**src/rtl/arb_pkg.sv**
```systemverilog
// Purpose: shared types and constants for the unified-memory port arbiter.
//   state_t   - arbiter FSM states
//   owner_t   - which requester owns the in-flight transaction
//   mem_cmd_t - latched memory command payload
package arb_pkg;

  localparam int unsigned ADDR_W = 32;
  localparam int unsigned DATA_W = 32;
  localparam int unsigned SIZE_W = 3;

  // memsize encoding shared with the core
  localparam logic [SIZE_W-1:0] MEMSIZE_BYTE = 3'd0;
  localparam logic [SIZE_W-1:0] MEMSIZE_HALF = 3'd1;
  localparam logic [SIZE_W-1:0] MEMSIZE_WORD = 3'd2;

  typedef enum logic [1:0] {
    IDLE  = 2'd0,
    ISSUE = 2'd1,
    WAIT  = 2'd2,
    RESP  = 2'd3
  } state_t;

  typedef enum logic [1:0] {
    NONE  = 2'd0,
    FETCH = 2'd1,
    DATA  = 2'd2
  } owner_t;

  typedef struct packed {
    logic              we;
    logic [SIZE_W-1:0] size;
    logic [ADDR_W-1:0] addr;
    logic [DATA_W-1:0] wdata;
  } mem_cmd_t;

endpackage

```
**src/rtl/mem_arb_prio.sv**
```systemverilog
// Purpose: grant selection between fetch and data ports with a starvation
//   guard: data normally wins, but after STREAK consecutive data grants with
//   a fetch waiting, the fetch is granted once.
// Ports:
//   clk, reset      - clock, synchronous active-high reset
//   if_req, d_req   - raw requests from fetch and data ports
//   en              - arbiter is idle and may grant this cycle
//   gnt_if, gnt_d   - one-hot grant (combinational, only while en)
module mem_arb_prio #(
  parameter int unsigned STREAK = 4
) (
  input  logic clk,
  input  logic reset,
  input  logic if_req,
  input  logic d_req,
  input  logic en,
  output logic gnt_if,
  output logic gnt_d
);

  localparam int unsigned CNT_W = $clog2(STREAK + 1);

  logic [CNT_W-1:0] streak;
  logic             force_if;

  assign force_if = if_req && (streak == CNT_W'(STREAK));
  assign gnt_if   = en && if_req && (force_if || !d_req);
  assign gnt_d    = en && d_req && !force_if;

  // Count data grants that bypassed a waiting fetch; saturate at STREAK.
  always_ff @(posedge clk) begin
    if (reset) begin
      streak <= '0;
    end else if (gnt_if) begin
      streak <= '0;
    end else if (gnt_d) begin
      if (!if_req) begin
        streak <= '0;
      end else if (streak != CNT_W'(STREAK)) begin
        streak <= streak + CNT_W'(1);
      end
    end
  end

endmodule

```
**src/rtl/mem_port_arbiter.sv**
```systemverilog
// Purpose: shares one single-ported memory between the instruction-fetch and
//   data ports. One transaction at a time: grant, issue, wait for read data,
//   return it to the owner through a register.
// Ports:
//   clk, reset                          - clock, synchronous active-high reset
//   if_req/if_addr, if_gnt              - fetch request and grant pulse
//   if_rvalid/if_rdata                  - fetch response
//   d_req/d_we/d_size/d_addr/d_wdata    - data request, d_gnt grant pulse
//   d_rvalid/d_rdata                    - load response (none for stores)
//   mem_req/mem_we/mem_size/mem_addr/mem_wdata - memory command (1-cycle)
//   mem_rvalid/mem_rdata                - memory read response
module mem_port_arbiter
  import arb_pkg::*;
#(
  parameter int unsigned STREAK = 4
) (
  input  logic              clk,
  input  logic              reset,
  input  logic              if_req,
  input  logic [ADDR_W-1:0] if_addr,
  output logic              if_gnt,
  output logic              if_rvalid,
  output logic [DATA_W-1:0] if_rdata,
  input  logic              d_req,
  input  logic              d_we,
  input  logic [SIZE_W-1:0] d_size,
  input  logic [ADDR_W-1:0] d_addr,
  input  logic [DATA_W-1:0] d_wdata,
  output logic              d_gnt,
  output logic              d_rvalid,
  output logic [DATA_W-1:0] d_rdata,
  output logic              mem_req,
  output logic              mem_we,
  output logic [SIZE_W-1:0] mem_size,
  output logic [ADDR_W-1:0] mem_addr,
  output logic [DATA_W-1:0] mem_wdata,
  input  logic              mem_rvalid,
  input  logic [DATA_W-1:0] mem_rdata
);

  state_t            state, state_n;
  owner_t            owner, owner_n;
  mem_cmd_t          cmd, cmd_n;
  logic              en, gnt_if, gnt_d;
  logic              mem_req_n, mem_we_n;
  logic              if_rvalid_n, d_rvalid_n;
  logic [DATA_W-1:0] if_rdata_n, d_rdata_n;

  // Grants only in IDLE and never while reset is asserted.
  assign en = (state == IDLE) && !reset;

  mem_arb_prio #(.STREAK(STREAK)) u_prio (
    .clk    (clk),
    .reset  (reset),
    .if_req (if_req),
    .d_req  (d_req),
    .en     (en),
    .gnt_if (gnt_if),
    .gnt_d  (gnt_d)
  );

  assign if_gnt    = gnt_if;
  assign d_gnt     = gnt_d;
  assign mem_size  = cmd.size;
  assign mem_addr  = cmd.addr;
  assign mem_wdata = cmd.wdata;

  // State and output registers.
  always_ff @(posedge clk) begin
    if (reset) begin
      state     <= IDLE;
      owner     <= NONE;
      cmd       <= '0;
      mem_req   <= 1'b0;
      mem_we    <= 1'b0;
      if_rvalid <= 1'b0;
      d_rvalid  <= 1'b0;
      if_rdata  <= '0;
      d_rdata   <= '0;
    end else begin
      state     <= state_n;
      owner     <= owner_n;
      cmd       <= cmd_n;
      mem_req   <= mem_req_n;
      mem_we    <= mem_we_n;
      if_rvalid <= if_rvalid_n;
      d_rvalid  <= d_rvalid_n;
      if_rdata  <= if_rdata_n;
      d_rdata   <= d_rdata_n;
    end
  end

  // Next-state logic.
  always_comb begin
    state_n = state;
    case (state)
      IDLE:    if (gnt_if || gnt_d) state_n = ISSUE;
      ISSUE:   state_n = cmd.we ? IDLE : WAIT;
      WAIT:    if (mem_rvalid) state_n = RESP;
      RESP:    state_n = IDLE;
      default: state_n = IDLE;
    endcase
  end

  // Next values of the registered outputs and command/response latches.
  always_comb begin
    owner_n     = owner;
    cmd_n       = cmd;
    mem_req_n   = 1'b0;
    mem_we_n    = 1'b0;
    if_rvalid_n = 1'b0;
    d_rvalid_n  = 1'b0;
    if_rdata_n  = if_rdata;
    d_rdata_n   = d_rdata;

    if (gnt_if) begin
      owner_n       = FETCH;
      cmd_n.we      = 1'b0;
      cmd_n.size    = MEMSIZE_WORD;
      cmd_n.addr    = if_addr;
      cmd_n.wdata   = '0;
      mem_req_n     = 1'b1;
    end else if (gnt_d) begin
      owner_n       = DATA;
      cmd_n.we      = d_we;
      cmd_n.size    = d_size;
      cmd_n.addr    = d_addr;
      cmd_n.wdata   = d_wdata;
      mem_req_n     = 1'b1;
      mem_we_n      = d_we;
    end

    // Stores complete at issue; no response is owed.
    if (state == ISSUE && cmd.we) owner_n = NONE;

    // Read data is captured here and presented one cycle later in RESP.
    if (state == WAIT && mem_rvalid) begin
      if (owner == FETCH) begin
        if_rvalid_n = 1'b1;
        if_rdata_n  = mem_rdata;
      end else if (owner == DATA) begin
        d_rvalid_n = 1'b1;
        d_rdata_n  = mem_rdata;
      end
    end

    if (state == RESP) owner_n = NONE;
  end

endmodule

```
**config.mk**
```make
export PLATFORM = sky130hd
export DESIGN_NAME = mem_port_arbiter
export DESIGN_NICKNAME = d
export VERILOG_FILES = /design/src/rtl/arb_pkg.sv /design/src/rtl/mem_arb_prio.sv /design/src/rtl/mem_port_arbiter.sv
export SDC_FILE = /design/constraint.sdc
export NUM_CORES = 1
export LEC_CHECK = 0
export ABC_CLOCK_PERIOD_IN_PS = 2200
export CORE_MARGIN = 3
export CORE_UTILIZATION = 42
export DETAILED_ROUTE_END_ITERATION = 16
export PLACE_DENSITY = 0.8
export SYNTH_ARGS = -nofsm -noshare
export SYNTH_HDL_FRONTEND = slang
export SYNTH_SLANG_ARGS = --single-unit
export TNS_END_PERCENT = 10
```
**constraint.sdc**
```tcl
create_clock -name clk -period 2.2 [get_ports clk]
set_input_delay 0.22 -clock clk [delete_from_list [all_inputs] [get_ports clk]]
set_output_delay 0.22 -clock clk [all_outputs]
set_load 0.005 [all_outputs]
```
[Word level (Yosys, flattened, before mapping)]
Cells that the tools add are included.
Word-level totals
  register bits: 143
  latch bits: 0
  bits in writable memories: 0
  ROM bits: 0
  bits of input ports: 137
  output and inout port bits: 137
  logic and storage cells: 68
  memories kept: 0
Operators by class
  $add $sub $neg: 1
  $mul: 0
  div/mod/pow operators: 0
  order comparisons: 0
  equal/unequal tests: 10
  shifts and indexed selects: 0
  multiplexer cells: 14
  bitwise logic cells: 3
  reductions and logical operators: 25
Operators by type and width (count)
  two-way mux 66 bit: 2
  OR reduction 3 bit: 3
  logical AND 1 bit: 8
  one-hot mux 2 bit (4 select lines): 1
  equality test 2 bit, second input constant: 3
  two-way mux 1 bit: 6
  two-way mux 2 bit: 3
  two-way mux 3 bit: 2
  AND reduction 2 bit: 3
  equality test 2 x 1 -> 1 bit, second input constant: 2
  inequality test 2 x 1 -> 1 bit, second input constant: 2
  OR reduction 2 bit: 2
  OR reduction 4 bit: 1
  adder 3 x 1 -> 3 bit, second input constant: 1
  equality test 3 bit, second input constant: 1
  logical NOT 1 bit: 3
  inequality test 3 bit, second input constant: 1
  NOT 1 bit: 3
  AND reduction 3 bit: 1
  logical NOT 2 bit: 1
  logical OR 1 bit: 2
  inequality test 2 bit, second input constant: 1
  nonzero test 2 bit: 1

[Depth between registers and ports, before layout]
Gate-level depths: netlist (run 1).
  word-level depth: 7
  mapped depth: 7
  mapped depth without buffers: 5

[Hierarchy]
From an unflattened synthesis (run 1), not the netlist that was laid out.
Unflattened totals
  cell total of the unflattened synthesis: 627
  area total of the unflattened synthesis: 6177.2 um^2
Modules (own cells, without submodules)
  mem_port_arbiter: times used 1, cells each 599, area each 5970.7 um^2
  mem_arb_prio: times used 1, cells each 28, area each 206.4 um^2

[Worst setup path after synthesis (run 1)]
OpenSTA, ideal clock, no wires.
  path type: register -> register
  start: register (tool-made name)
  end: register cmd (netlist bit mem_wdata[22])
  data arrival time: 1.546 ns
  slack: 0.534 ns
  stages on the path, launching flop included: 7
  period minus slack after synthesis: 1.666 ns
  path through: dfxtp_1 buf_6 or4b_4 buf_6 o21bai_4 buf_6 a21oi_2
RTL lines
  to (signal assigned): RTL line mem_port_arbiter.sv:83  | cmd <= cmd_n;
  to (decl): RTL line mem_port_arbiter.sv:43  | mem_cmd_t cmd, cmd_n;

==> reports/results.txt, run 1 <==
Yosys warning count = 0
aggregate global routing overflow = 0
synthesized net count = 905
Max Cap Viol = 0
Setup TNS Final = 0 ns
Inst Count DP = 1,093
Fmax = 488 MHz
Yosys reg bits = 143
mean post-synth cell area = 8.15 sq um
Die Height = 128 microns
Fill cells = 1,191
CP Launch Type = flop
number of port buffers = 273
clock share of power = 0.454
Sw Share = 0.240
post-synth cell types = 32
vias in the first global route = 6,017
Non-Filler Instances = 1,126
Worst EP required = 1.98 ns
switching power = 1.65 mW
Post-synth ARST share = 0
Final Skew = 0.00822 ns
DRC violations left = 0
Total Wirelength = 20,000 microns
CTS tree = done
Nets = 1,071
Final min period = 2.05 ns
root buffer cell = clkbuf_16
Final Wtd Congestion = 0.774
Setup crit end kind = output pin
Comb power frac = 0.144
register area = 2860 sq um
Critical Path Fanout Max = 8
unrepaired setup endpoints after global routing = no
Starting Density = 0.440
CTS Buf Count = 17
Synth top area share = 0.458
Peak VDD IR = 0.693 mV
postcts setup bufs = 0
DP HPWL = 12,900 microns
routed length per instance = 17.7 microns
H-Tree Depth = 4
CP top delay family = simple AND/OR/NAND/NOR gates
PD cells = 739 nW/um^2
Via density = 5.54
hold slack = 0.357 ns
CP Class = reg2out
Layout area overhead = 48.4%
vias = 6,243
maximum clock insertion buffer count = 2
clk slew on worst S/H paths = 0.06 ns
Buffers & Inverters on Critical Path = 2
register area share after synthesis = 0.458
final hold viol count = 0
clock latency on the worst-skew pair = 0.42 ns
detailed router's first-iteration violation count = 557
setup violators final = 0
global-route wire length before repair = 31,500 microns
critical path's slowest cell = or4b_4
fraction of layout cells with a size suffix above 1 = 0.0825
total track usage = 0.237
period utilization = 0.932
area of the multi-input gates = 2530 sq um
Synth Instances = 766
headroom to the max-slew limit = 0.541
area leader, netlist = dfxtp_1
Post-Syn Area = 6240 sq um
CP cell instances = buf_4, or4b_4, nor2_1, dlygate4sd2_1
Top FF cell, synth = dfxtp_1
antenna viol nets, final = 0
Int Power = 5.20 mW
LEAKAGE = 3.06 nW
CP peak stage delay = 0.54 ns
status = complete, no violations
worst slew pin tran = 0.688 ns
Max Slew Vio Count = 0
clock sinks = 143
largest net degree at the start of global routing = 71
Die ar. = 16,400 sq um
Die Wd = 128 microns
number of flops mapped to enable cells by yosys = 0
main area contributors after synthesis = dfxtp_1 46%, a21oi_1 10%, o21ai_0 8.1%
initial antenna violation count = 0
part of the power in registers = 0.402
DR pass1 iterations = 7
final core occ = 0.653
# rows = 43
CTS Hold Bufs = 0
Tightest Hold Check Type = in2reg
io pins = 274
core area = 14,200 sq um
worst path arrival time = 1.83 ns
==> cells by family after synthesis <==
logic type,count (synthesis),synth area share
adder cells (fa/ha/maj),2,0.00401
buffers and inverters,153,0.140
multiplexers,1,0.00160
flip-flops,143,0.458
AO/OA/AOI/OAI,242,0.203
AND/OR/NAND/NOR,225,0.193
==> synth_stat cells (all sizes together) (3+ instances only) <==
library cell / number
a21oi: 137
dfxtp: 143
nand2b: 3
nor2: 5
nor4: 32
clkbuf: 67
inv: 3
nand3: 100
buf: 83
nor3: 72
o21ai: 101
==> cells in the final DEF, fill, tap and decap left out, types with 2 or more instances in the layout <==
cell / count
nand4_1: 2
nor2_1: 4
clkbuf_8: 2
clkbuf_16: 17
dlygate4sd2_1: 2
dfxtp_1: 143
a21oi_1: 127
nor3_1: 71
nor4_1: 32
buf_4: 18
nand3b_1: 2
inv_1: 3
a21oi_2: 10
ha_1: 2
o21ai_0: 101
clkinvlp_4: 4
inv_6: 2
nand3_1: 100
clkdlybuf4s50_1: 270
bufinv_16: 4
nand2b_1: 3
nor2b_2: 2
buf_12: 7
==> power by group through the flow <==
stage	Combinational [mW]	Sequential [mW]	Clock (mW)
global placement	0.983	2.80	0
CTS	0.993	2.75	3.16
detailed placement	0.987	2.81	0
floorplan	0.523	2.80	0
global route	1.07	2.76	3.27
finish	0.989	2.75	3.11
==> path summary, 6_finish.rpt <==
kind,start,to,depth (start not counted),slack [ns]
worst max register to register,flop,mem_addr[17]$_SDFFE_PP0P_,4,0.21
worst max-delay path,flop,if_gnt,4,0.15
worst min register to register,mem_wdata[1]$_SDFFE_PP0N_,mem_wdata[1]$_SDFFE_PP0N_,2,0.47
worst min-delay path,d_wdata[12],mem_wdata[12]$_SDFFE_PP0N_,3,0.36
==> cell type report <==
class / instances / share of cell area
repair buffers: 297 / 0.323
flip-flops and latches: 143 / 0.309
multi-input cells: 470 / 0.273
clock buffers: 20 / 0.0493
well taps: 180 / 0.0243
clock inverters: 12 / 0.0196
inverters: 3 / 0.00121
diodes: 1 / 0.000270
==> stage by stage <==
stage	worst slack [ns]	cell area, sq um	power [mW]
after floorplan	0.534	6240	3.32
after global placement	0.00950	8630	3.79
after detailed placement	-0.0269	8630	3.79
after CTS	0.129	9270	6.90
after global routing	0.0982	9270	7.10
final	0.149	9270	6.85
==> layer usage <==
| layer | GRT usage | vias to the layer above | routed length [microns] |
|---|---|---|---|
| li1 | - | 3007 | - |
| met1 | 0.281 | 2907 | 7750 |
| met2 | 0.394 | 283 | 9750 |
| met3 | 0.0838 | 46 | 1770 |
| met4 | 0.0936 | 0 | 687 |
| met5 | 0 | - | 0 |
==> worst reg2reg max path, delay by kind of cell, from the launching register on <==
family        cells  cell delay, ns
flops             1            0.33
simple gates      3            1.15
buf+inv           1            0.37
==> timing repair <==
| action | CTS | global route |
|---|---|---|
| gates resized for setup | 3 | 0 |
| hold endpoints to repair | 0 | 0 |
| endpoints found under the setup margin | 2 | 0 |
==> flip-flops by register name, indices dropped and copies added, names as in the netlist, 2 cells and up, named ones only <==
signal / count
d_rdata: 32
if_rdata: 32
mem_addr: 32
mem_wdata: 32
mem_size: 3
u_prio.streak: 3
owner: 2
Power figures use the tool's default switching activity.
==> run 2: changes to the inputs <==
- ABC_AREA: default -> 0
- SLEW_MARGIN: default -> 15
==> results of run 2 <==
Same layout as run 1: the final DEF is identical, and so are final timing and power.
